File: src/rtl/runway_picker.sv
// ============================================================================
//  Module      : runway_picker
//  Description : Clears landing requests to runway A (N/S) or B (E/W). Each
//                runway has an occupancy timer, and one aircraft can wait in a
//                single hold slot while both runways are busy.
//  Revision    : 1.0 - initial release
// ============================================================================
`default_nettype none

module runway_picker #(
    parameter int OCC_CYCLES = 8
) (
    input  logic       clk,
    input  logic       rst_n,
    input  logic [1:0] d,
    input  logic       en,
    output logic       A,
    output logic       B,
    output logic [3:0] signal
);

    localparam int              c_TW  = $clog2(OCC_CYCLES + 1);
    localparam logic [c_TW-1:0] c_OCC = c_TW'(OCC_CYCLES);
    localparam logic [c_TW-1:0] c_ONE = c_TW'(1);

    logic [c_TW-1:0] r_timer_a, r_timer_b;
    logic            r_slot_valid;
    logic [1:0]      r_slot_d;
    logic [1:0]      r_clr;
    logic            r_reject;
    logic            r_a, r_b;

    logic            w_free_a, w_free_b;
    logic            w_sg_a, w_sg_b;
    logic            w_rg_a, w_rg_b;
    logic            w_left_a, w_left_b;
    logic            w_gnt_a, w_gnt_b;
    logic            w_slot_valid_nxt;
    logic [1:0]      w_slot_d_nxt;
    logic            w_reject;
    logic [c_TW-1:0] w_timer_a_nxt, w_timer_b_nxt;

    assign w_free_a = (r_timer_a == '0);
    assign w_free_b = (r_timer_b == '0);
    assign w_left_a = w_free_a & ~w_sg_a;
    assign w_left_b = w_free_b & ~w_sg_b;
    assign w_gnt_a  = w_sg_a | w_rg_a;
    assign w_gnt_b  = w_sg_b | w_rg_b;

    // Waiting aircraft is served before the new request.
    always_comb begin
        w_sg_a = 1'b0;
        w_sg_b = 1'b0;
        if (r_slot_valid) begin
            if (!r_slot_d[0]) begin
                if (w_free_a)      w_sg_a = 1'b1;
                else if (w_free_b) w_sg_b = 1'b1;
            end else begin
                if (w_free_b)      w_sg_b = 1'b1;
                else if (w_free_a) w_sg_a = 1'b1;
            end
        end
    end

    // A slot vacated this edge may immediately take the new request.
    always_comb begin
        w_rg_a           = 1'b0;
        w_rg_b           = 1'b0;
        w_reject         = 1'b0;
        w_slot_valid_nxt = r_slot_valid & ~(w_sg_a | w_sg_b);
        w_slot_d_nxt     = r_slot_d;
        if (en) begin
            if (!d[0]) begin
                if (w_left_a)      w_rg_a = 1'b1;
                else if (w_left_b) w_rg_b = 1'b1;
            end else begin
                if (w_left_b)      w_rg_b = 1'b1;
                else if (w_left_a) w_rg_a = 1'b1;
            end
            if (!w_left_a && !w_left_b) begin
                if (!w_slot_valid_nxt) begin
                    w_slot_valid_nxt = 1'b1;
                    w_slot_d_nxt     = d;
                end else begin
                    w_reject = 1'b1;
                end
            end
        end
    end

    always_comb begin
        w_timer_a_nxt = r_timer_a;
        w_timer_b_nxt = r_timer_b;
        if (w_gnt_a)       w_timer_a_nxt = c_OCC;
        else if (!w_free_a) w_timer_a_nxt = r_timer_a - c_ONE;
        if (w_gnt_b)       w_timer_b_nxt = c_OCC;
        else if (!w_free_b) w_timer_b_nxt = r_timer_b - c_ONE;
    end

    always_ff @(posedge clk) begin
        if (!rst_n) begin
            r_timer_a    <= '0;
            r_timer_b    <= '0;
            r_slot_valid <= 1'b0;
            r_slot_d     <= 2'b00;
            r_clr        <= 2'b00;
            r_reject     <= 1'b0;
            r_a          <= 1'b0;
            r_b          <= 1'b0;
        end else begin
            r_timer_a    <= w_timer_a_nxt;
            r_timer_b    <= w_timer_b_nxt;
            r_slot_valid <= w_slot_valid_nxt;
            r_slot_d     <= w_slot_d_nxt;
            r_reject     <= w_reject;
            r_a          <= (w_timer_a_nxt != '0);
            r_b          <= (w_timer_b_nxt != '0);
            if (w_gnt_a || w_gnt_b)
                r_clr <= {w_gnt_b, w_gnt_a};
        end
    end

    assign A      = r_a;
    assign B      = r_b;
    assign signal = {r_reject, r_slot_valid, r_clr};

endmodule

`default_nettype wire

File: config.mk
export PLATFORM = sky130hd
export DESIGN_NAME = runway_picker
export DESIGN_NICKNAME = d
export VERILOG_FILES = /design/src/rtl/runway_picker.sv
export SDC_FILE = /design/constraint.sdc
export NUM_CORES = 1
export LEC_CHECK = 0
export ABC_AREA = 1
export BUFFER_PORTS_ARGS = -buffer_cell sky130_fd_sc_hd__buf_2
export CAP_MARGIN = 20
export CORE_ASPECT_RATIO = 1.25
export CORE_MARGIN = 2
export CORE_UTILIZATION = 51
export CTS_CLUSTER_DIAMETER = 30
export DETAILED_ROUTE_END_ITERATION = 7
export GPL_ROUTABILITY_DRIVEN = 0
export PLACE_DENSITY = 0.72
export SYNTH_ARGS = -nofsm -noshare
export SYNTH_HDL_FRONTEND = slang
export SYNTH_SLANG_ARGS = --single-unit
File: constraint.sdc
create_clock -name clk -period 1.7 [get_ports clk]
set_input_delay 0.34 -clock clk [delete_from_list [all_inputs] [get_ports clk]]
set_output_delay 0.34 -clock clk [all_outputs]
set_load 0.01 [all_outputs]
==> summary by stage, run 1 <==
Run status
The flow ran to the end, and the final reports show no timing, DRC or antenna violations.

Cells and area
The final design instance area without fill is 898 um^2. At the end of the flow, the number of nets in the layout was 127. The count of non-filler cells in the finished layout is 137. The post-route netlist has 28.6% of its cells at a drive strength greater than 1. The sequential cells in the finished layout cover a total of 300 um^2. The multi-input combinational cells in the finished layout cover a total of 439 um^2.

Compared with the post-synthesis result, the final layout area differs by 7.97%. The antenna diode count is 0. The layout has 149 filler cells. Measured on the finished design, the core utilization comes to 58.3%.

Yosys
By area the synthesized netlist is led by sky130_fd_sc_hd__dfxtp_1 (36%), sky130_fd_sc_hd__nand2_1 (8.6%), sky130_fd_sc_hd__inv_1 (7.2%), sky130_fd_sc_hd__nand2_2 (5.3%), sky130_fd_sc_hd__nand3_1 (4.8%). The most frequent cell after synthesis is sky130_fd_sc_hd__nand2_1. The number of nets produced by synthesis is 116. The number of cells produced by synthesis is 109. The average cell area after synthesis is 7.63 um^2.

The count of cell types in the netlist is 21. The total number of yosys warnings is 0. Yosys mapped a number of flops with a built-in enable equal to 0. Of all cell types, the one taking the most synthesized area is sky130_fd_sc_hd__dfxtp_1. The share of async-settable or async-resettable flops after synthesis is 0%.

For this run, the leading register cell type out of synthesis is sky130_fd_sc_hd__dfxtp_1. Counting instances in the post-synthesis netlist gives the leading cell types as sky130_fd_sc_hd__nand2_1 (19), sky130_fd_sc_hd__inv_1 (16), sky130_fd_sc_hd__dfxtp_1 (15), sky130_fd_sc_hd__nor2_1 (10), sky130_fd_sc_hd__nand3_1 (8). Summed over its instances, the top area cell type makes up 36.1% of the synthesized netlist area. The synthesized flop and latch total is 15. The sequential-to-total area share from yosys stat is 36.1%. The netlist area before placement is 832 um^2.

GRT
For this run, the total global-route usage over all layers was measured as 16.3%. The layer with the highest usage is met2. The met2 track demand over resource is 25.8%. The global route total overflow is 0. The global-route wire length before repair is 2310 um. The via count of the first global-routing pass came to 610. For met3 alone, demand over resource in global routing was 2.74%. The initial antenna violation count came to 0.

Entering global routing, the biggest net connects 11 pins. For met1 alone, demand over resource in global routing was 20.7%.

STA
The clock skew after layout is 0.00233 ns. For the pin with the worst max-slew slack, the measured transition is 0.307 ns. The post-route clock period utilization is 85.4%. The number of failing setup endpoints in the final timing report is 0. Headroom to the max-slew limit came out at 79.5%. Setup repair after global routing left no endpoint under its margin.

The count of endpoints failing hold in the final timing report is 0. The final setup TNS is 0 ns. The number of max-slew violations in the final report is 0.

The smallest hold slack is 0.344 ns. The time the worst path needs with I/O delays and setup is 1.45 ns. Static timing analysis puts the maximum clock frequency at 0.688 GHz.

Once routing completed, OpenROAD measured the worst setup slack at 0.247 ns.

Detailed routing
The number of DRC violations after detailed routing is 0. The average routed wire per standard cell is 9.97 um. The via-per-instance ratio is 4.91. The detailed router placed 673 vias in this run.

The first detailed-routing pass took 3 iterations. For this block, the routed nets add up to 1370 um of wire. The DRC violation total after the first TritonRoute iteration is 5. The number of routed nets with antenna violations is 0.

Placed design
After legalization and detailed placement, the total HPWL measured 1110 um. In this run the tool buffered the top-level ports with 9 buffer cells. After detailed placement, the design holds a cell count of 133. Before CTS, the worst setup slack after placement is 0.252 ns.

The post-placement cell area is 871 um^2.

Clock tree
The clock-pin slew of the registers on the worst-case setup and hold paths is 0.09 ns. The total of cells resized after clock tree synthesis is 0. The clock net sink count is 15. In this run the number of H-tree levels came out at 1. The tree is rooted in a sky130_fd_sc_hd__clkbuf_4. The later pin in the worst-skew pair is clocked with a latency of 0.28 ns. TritonCTS built the clock tree.

The number of post-CTS setup repair buffers is 0. In this run the deepest clock path goes through 2 buffers. Buffers inserted to repair hold after CTS numbered 0. TritonCTS created 3 clock buffers.

Die
The overall die area is 1970 um^2. The area of the core is 1540 um^2. Measured along the x axis, the die boundary spans 40.1 um. 11 I/O pins were placed. The die is 49.2 um tall. The effective utilization at floorplan is 54.0%. After floorplanning, the core was divided into 16 placement rows.

Worst setup path
STA classifies the critical path startpoint as a register. At the worst endpoint, the required time is 1.89 ns. The critical path is of the reg2reg type. In this run the worst path has a maximum fanout of 7.

STA classifies the critical path endpoint as a register. For the worst setup path, the data arrival time is 1.64 ns.

Power
The clock power share is 10.0%. In this run, flip-flops and latches consume 29.3% of the power. The switching share of power is 48.3%. VDD sags by at most 0.990 mV.

The switching component of the power is 0.976 mW. In this run the power density over the cells is 2250 nW/um^2. The part of the total power dissipated in combinational logic is 60.8%. Overall power consumption after layout is estimated at 2.02 mW. The internal power is 1.04 mW. Summed over all cells, the static leakage comes to 0.457 nW.

Worst hold path
In this run the worst hold path is classified as in2reg.

Job
The tool flagged a number of max-cap violations equal to 0.
layout make-up:
cell class / count / share of cell area (%)
multi-input cells: 74 / 48.9
clock buffers: 3 / 2.51
flip-flops and latches: 15 / 33.4
repair buffers: 9 / 5.01
clock inverters: 1 / 0.557
well taps: 18 / 2.51
inverters: 17 / 7.10
layer usage:
metal | wire length (um) | up-vias
li1 | - | 360
met1 | 647 | 299
met2 | 648 | 10
met3 | 45 | 4
met4 | 25 | 0
met5 | 0 | -
worst max-delay path, cell delays in order, from the launching register on:
cell and delay [ns]:
sky130_fd_sc_hd__dfxtp_1 0.34, sky130_fd_sc_hd__inv_1 0.07, sky130_fd_sc_hd__ha_1 0.24, sky130_fd_sc_hd__nand2_2 0.17, sky130_fd_sc_hd__nor2_2 0.05, sky130_fd_sc_hd__nand2_2 0.12, sky130_fd_sc_hd__nand3_2 0.08, sky130_fd_sc_hd__nand2_2 0.09
sky130_fd_sc_hd__nand3_1 0.07, sky130_fd_sc_hd__nand2_1 0.08, sky130_fd_sc_hd__nand2_1 0.05
power groups by stage:
stage                     Sequential (mW)  Combinational (mW)  Clock (mW)
after global placement              0.597                1.22           0
after detailed placement            0.599                1.23           0
final                               0.591                1.23       0.201
after floorplan                     0.614               0.997           0
after CTS                           0.592                1.24       0.203
after global routing                0.608                1.38       0.227
final timing paths:
kind | start | endpoint | slack [ns] | depth (start not counted)
max reg2reg | r_timer_b[0] | A | 0.25 | 10
max | r_timer_b[0] | A | 0.25 | 10
min reg2reg | r_clr[1] | r_clr[1] | 0.47 | 2
min | d[0] | r_slot_d[0] | 0.34 | 3
kinds of logic (layout without fill, tap and decap cells):
kind of cell | after synthesis | after routing | synth area share (%)
and+or+nand+nor | 61 | 61 | 40.8
buffers and inverters | 20 | 30 | 11.1
DFF | 15 | 15 | 36.1
AOI/OAI and AO/OA | 7 | 7 | 4.81
xor gates and xnor gates | 4 | 4 | 4.21
adders and majority gates | 2 | 2 | 3.01
sequential cells by signal (all words and copies together) (netlist names):
signal / count
A: 1
B: 1
r_clr: 2
r_reject: 1
r_slot_d: 1
r_slot_valid: 1
r_timer_a: 4
r_timer_b: 4
layout by cell type (no fill, tap or decap), types with 3 or more instances in the layout:
cell / instances
sky130_fd_sc_hd__buf_2: 9
sky130_fd_sc_hd__nand2_4: 3
sky130_fd_sc_hd__clkbuf_4: 3
sky130_fd_sc_hd__dfxtp_1: 15
sky130_fd_sc_hd__xor2_1: 4
sky130_fd_sc_hd__nand3_2: 3
sky130_fd_sc_hd__o21ai_0: 4
sky130_fd_sc_hd__nand2_1: 19
sky130_fd_sc_hd__inv_1: 16
sky130_fd_sc_hd__nand3_1: 8
sky130_fd_sc_hd__nand2_2: 7
sky130_fd_sc_hd__nor2_2: 3
sky130_fd_sc_hd__nor2_1: 10
sky130_fd_sc_hd__nor3_2: 3
(Power assumes the default switching activity.)
==> run 2, diff against run 1 <==
Settings changed: GPL_TIMING_DRIVEN set to 0.
==> summary by stage, run 2 (synthesis gave the netlist of run 1 again) <==
Run status
The run finished with clean final reports.

Worst setup path
The maximum fanout along the worst path is 7. The class of the most critical setup path is reg2reg. Setup slack on the worst reg-to-reg path comes out at 0.24 ns.

STA classifies the critical path startpoint as a register. The number of cell instances on the worst register-to-register path is 10. STA classifies the critical path endpoint as a register.

Data on the critical path is required at its endpoint by 1.89 ns. Data on the critical path arrives at its endpoint at 1.64 ns.

Detailed routing
The via-per-instance ratio is 4.89. The total detailed-routing wirelength is 1390 um. The DRC violation total after the first TritonRoute iteration is 15.

The count of vias placed by the detailed router is 680. The number of routed nets with antenna violations is 0. For this run, design rule violations remaining after detail routing come to 0.

The first-pass iteration count of the detailed router is 4. The average routed wire per standard cell is 10.0 um.

Cells and area
The commonest non-fill, non-tap cell in the layout is sky130_fd_sc_hd__nand2_1. The net count of the finished layout is 129. The relative area change from synthesis to final layout is 10.8%. Leaving out fill and tap cells, the most frequent cells in the layout are sky130_fd_sc_hd__nand2_1 (19), sky130_fd_sc_hd__inv_1 (16), sky130_fd_sc_hd__dfxtp_1 (15), sky130_fd_sc_hd__nor2_1 (10). The end-of-flow core utilization is 59.8%.

For this run, the number of standard cells in the final layout without fillers is 139. The largest registers in the layout are r_timer_a (4), r_timer_b (4), r_clr (2). The post-route netlist has 29.8% of its cells at a drive strength greater than 1.

0 antenna diodes ended up in the layout. The final design instance area without fill is 922 um^2.

STA
For the pin with the worst max-slew slack, the measured transition is 0.298 ns. The relative slew slack is 80.1%. The final setup TNS is 0 ns.

The number of max-slew violations in the final report is 0. The timing-limited maximum frequency is 0.685 GHz. The smallest hold slack is 0.314 ns. For the final database, setup skew stands at 0.00555 ns. The number of failing setup endpoints in the final timing report is 0.

Setup slack closes at 0.241 ns. The time the worst path needs with I/O delays and setup is 1.46 ns. After layout, the worst path uses 85.8% of the clock period.

The count of endpoints failing hold in the final timing report is 0. Setup repair after global routing left no endpoint under its margin.

Clock tree
The total of cells resized after clock tree synthesis is 0. The CTS tree is built. CTS placed an instance of sky130_fd_sc_hd__clkbuf_4 at the clock tree root. Counting the buffers created by CTS gives 3. Clock-pin slew was measured on the worst setup and hold paths at 0.09 ns.

The number of H-tree levels is 1. The clock net sink count is 15. The longest clock path from root to sink contains 2 buffers.

The number of post-CTS setup repair buffers is 0. The number of hold-repair buffers added at the cts stage is 0. The clock insertion delay at the later pin of the skew report is 0.28 ns.

Worst hold path
The classification of the worst-slack hold path is in2reg. Counting instances, the worst hold path has a depth of 3.

Power
The highest ir drop seen on vdd is 1.11 mV. The total leakage power is 0.471 nW. The power per unit of standard cell area is 2210 nW/um^2. The completed layout was analyzed and its total power is 2.04 mW.

GRT
The first global-routing pass estimated 2310 um of wire. Global routing consumed, over all layers together, 16.6% of the routing resources. After global routing the overflow that remains totals 0. The initial antenna violation count is 0. The via count of the first global-routing pass was 611. The maximum number of pins on one net before global-route repair is 11.

Die
The area of the core is 1540 um^2. The effective utilization at floorplan is 54.0%. The die covers 1970 um^2. From left edge to right edge, the die measures 40.1 um.

The top-level port count is 11. Row generation in the floorplan step produced 16 rows. The die extent in y is 49.2 um.

Placed design
The total of buffers placed on input and output ports is 8. The pre-CTS setup slack is 0.252 ns. After detailed placement, the total cell area comes to 895 um^2. Including well taps, the total number of placed cells is 135. Summed over all nets, the half-perimeter wirelength after detailed placement is 1100 um.

Job
The tool flagged a number of max-cap violations equal to 0.
run 2: changes by cell type in the layout (fill, tap and decap cells not counted), sizes merged:
cell    before  now
buf          9   10
clkbuf       3    4
run 2: path summary, 6_finish.rpt:
check	endpoint	startpoint
worst min-delay path	r_clr[1]	rst_n
worst max-delay path	A	r_timer_b[0]
worst max register to register	A	r_timer_b[0]
worst min register to register	r_clr[1]	r_clr[1]
run 2: power by group:
part           switching (mW)  internal [mW]  leakage, nW  total [mW]
Clock                   0.112         0.0874       0.0177       0.200
Sequential             0.0885          0.507        0.124       0.595
Combinational           0.787          0.459        0.329        1.25
run 2: layout make-up:
class | count | area, um^2
Tap cell | 18 | 22.5
Clock inverter | 1 | 5.00
Inverter | 17 | 63.8
Sequential cell | 15 | 300
Timing Repair Buffer | 8 | 40.0
Fill cell | 149 | 619
Buffer | 3 | 28.8
Clock buffer | 3 | 22.5
Multi-Input combinational cell | 74 | 439
run 2: routing by layer:
metal	part of all wire [%]	routed length (um)	global-route usage, %	up-vias
met5	0	0	0	-
met4	2.1	29	8.62	0
met3	3.4	48	4.11	4
met2	46	639	24.2	11
met1	49	676	21.7	302
li1	-	-	-	363
run 2: critical path, cell delays in order, from the launching register on:
cell and delay [ns]:
sky130_fd_sc_hd__dfxtp_1 0.34, sky130_fd_sc_hd__inv_1 0.07, sky130_fd_sc_hd__ha_1 0.24, sky130_fd_sc_hd__nand2_2 0.17, sky130_fd_sc_hd__nor2_2 0.05, sky130_fd_sc_hd__nand2_2 0.13
sky130_fd_sc_hd__nand3_2 0.08, sky130_fd_sc_hd__nand2_2 0.09, sky130_fd_sc_hd__nand3_1 0.07, sky130_fd_sc_hd__nand2_1 0.08, sky130_fd_sc_hd__nand2_1 0.05
==> run 3, diff against run 2 <==
Settings changed: CORE_MARGIN 2 to 1.5, SKIP_LAST_GASP set to 1.
==> summary by stage, run 3 (synthesis gave the netlist of run 1 again) <==
Run status
The run finished with clean final reports.

Clock tree
The number of H-tree levels is 1. The total of cells resized after clock tree synthesis is 0. In this run the clock root is driven by a sky130_fd_sc_hd__clkbuf_4. The clock net sink count is 15. After clock tree synthesis, the flow added hold-fix buffers numbering 0. The buffer levels on the longest clock path is 2. The number of post-CTS setup repair buffers is 0. The CTS tree is built.

The clock insertion delay at the later pin of the skew report is 0.29 ns. After clock tree synthesis, the clock-pin slew on the worst setup and hold paths is 0.08 ns. Counting the buffers created by CTS gives 3.

GRT
The maximum number of pins on one net before global-route repair is 11. The initial antenna violation count was 0. Summed over all layers, the global routing overflow is 0.

The first global-routing pass estimated 2270 um of wire. Global routing consumed, over all layers together, 18.5% of the routing resources. The via count of the first global-routing pass is 543.

STA
Across all hold checks on the routed design, the worst slack comes to 0.311 ns. Based on the critical path, the design can be clocked at up to 0.696 GHz. For the pin with the worst max-slew slack, the measured transition is 0.291 ns. The count of endpoints failing hold in the final timing report is 0. The clock skew after layout is 0.00287 ns.

The time the worst path needs with I/O delays and setup is 1.44 ns. Setup repair after global routing left no endpoint under its margin. The relative slew slack is 80.6%.

The final setup TNS is 0 ns. Setup violations remaining at the end of the flow were counted as 0. The final critical path takes up 84.6% of the cycle. The number of max-slew violations in the final report was 0.

Detailed routing
In this run the remaining antenna-violating nets after routing total 0. Wires add up to 1490 um. The routed layout has 689 vias.

After the first detailed-routing iteration, the DRC count stood at 7. The first-pass iteration count of the detailed router is 4. The via-per-instance ratio is 4.96. Dividing the detail-routed wire length by the instance count gives 10.7 um.

The number of DRC violations after detailed routing is 0.

Job
Max-cap violations in this run came to 0.

Worst hold path
The min-delay analysis places its worst path in the category in2reg. The worst min-delay path startpoint is rst_n. The worst-case hold path end point is r_clr[1].

Along the worst hold path, the cell count comes to 3.

Die
The width of the chip is 39.1 um. The die is 48.2 um tall. The area of the core is 1540 um^2. In this run the core area contains 16 standard-cell rows.

The effective utilization at floorplan is 54.0%. The overall die area is 1880 um^2. The top-level port count is 11.

Cells and area
Of the cells placed in the final design, the portion with a size suffix greater than 1 is 28.9%. The commonest non-fill, non-tap cell in the layout is sky130_fd_sc_hd__nand2_1. For this run, the post-layout net count is 129. The largest registers in the layout are r_timer_a (4), r_timer_b (4), r_clr (2). The antenna diode count is 0. Counting the fill cells in the layout gives 150. The relative area change from synthesis to final layout is 10.7%. In the layout the commonest cells are sky130_fd_sc_hd__nand2_1 (19), sky130_fd_sc_hd__inv_1 (16), sky130_fd_sc_hd__dfxtp_1 (15), sky130_fd_sc_hd__nor2_1 (10).

Worst setup path
The worst setup path startpoint is r_timer_b[0]. Data on the critical path arrives at its endpoint at 1.63 ns. For the worst setup path, the data required time is 1.90 ns. In this run the worst path has a maximum fanout of 7. The reg-to-reg critical path endpoint is A.

The launch point of the worst reg-to-reg path is r_timer_b[0]. The worst setup path is captured at a register. The number of cell instances on the worst register-to-register path is 10.

Setup slack on the worst reg-to-reg path comes out at 0.26 ns. The critical path is of the reg2reg type. The startpoint type of the worst setup path is a register.

Placed design
In this run the tool buffered the top-level ports with 8 buffer cells. The placed wire-length estimate after detailed placement is 1140 um.

Power
The total leakage power is 0.469 nW. Across the VDD grid, the largest voltage drop is 0.918 mV. The power per unit of standard cell area is 2220 nW/um^2.
run 3: cell count changes in the layout (fill, tap and decap cells not counted):
| cell | previous run | this run |
|---|---|---|
| sky130_fd_sc_hd__clkinv_2 | 1 | 0 |
| sky130_fd_sc_hd__clkbuf_1 | 0 | 1 |
run 3: critical path, stage by stage, from the launching register on:
cell and delay (ns):
sky130_fd_sc_hd__dfxtp_1 0.33, sky130_fd_sc_hd__inv_1 0.07, sky130_fd_sc_hd__ha_1 0.24, sky130_fd_sc_hd__nand2_2 0.16
sky130_fd_sc_hd__nor2_2 0.05, sky130_fd_sc_hd__nand2_2 0.12, sky130_fd_sc_hd__nand3_2 0.08, sky130_fd_sc_hd__nand2_2 0.09
sky130_fd_sc_hd__nand3_1 0.07, sky130_fd_sc_hd__nand2_1 0.08, sky130_fd_sc_hd__nand2_1 0.05
run 3: layout make-up:
cell class	count	area (um^2)	area share (%)
plain buffers	3	28.8	3.13
repair buffers	8	40.0	4.35
clock buffers	4	26.3	2.85
multi-input cells	74	439	47.7
flip-flops and latches	15	300	32.6
well taps	18	22.5	2.45
inverters	17	63.8	6.93
run 3: power by group:
part | total [mW] | switching [mW] | internal, mW
Combinational | 1.25 | 0.787 | 0.460
Clock | 0.207 | 0.115 | 0.0915
Sequential | 0.595 | 0.0880 | 0.507
Total | 2.05 | 0.990 | 1.06
run 3: metrics by stage:
stage | setup WS (ns) | power, mW | util (%) | instance area, um^2 | std cells
2_1_floorplan | 0.402 | 1.61 | - | 832 | 109
3_3_place_gp | 0.289 | 1.82 | 58.0 | 895 | 135
3_5_place_dp | 0.274 | 1.85 | 58.0 | 895 | 135
4_1_cts | 0.247 | 2.07 | 59.7 | 921 | 139
5_1_grt | 0.103 | 2.26 | 59.7 | 921 | 139
6_report | 0.263 | 2.05 | 59.7 | 921 | 139
run 3: per-layer routing:
| layer | vias to the layer above | global-route usage [%] | part of all wire [%] |
|---|---|---|---|
| li1 | 363 | - | - |
| met1 | 305 | 22.0 | 45 |
| met2 | 15 | 30.0 | 48 |
| met3 | 6 | 2.74 | 3.9 |
| met4 | 0 | 14.5 | 3.0 |
| met5 | - | 0 | 0 |
run 3: worst max path at each step:
stage / endpoint / slack, ns / depth (start not counted)
final: A / 0.26 / 10
after global routing: A / 0.10 / 10
after detailed placement: A / 0.27 / 10
after CTS: A / 0.25 / 10
after global placement: A / 0.29 / 10
after floorplan: A / 0.40 / 10
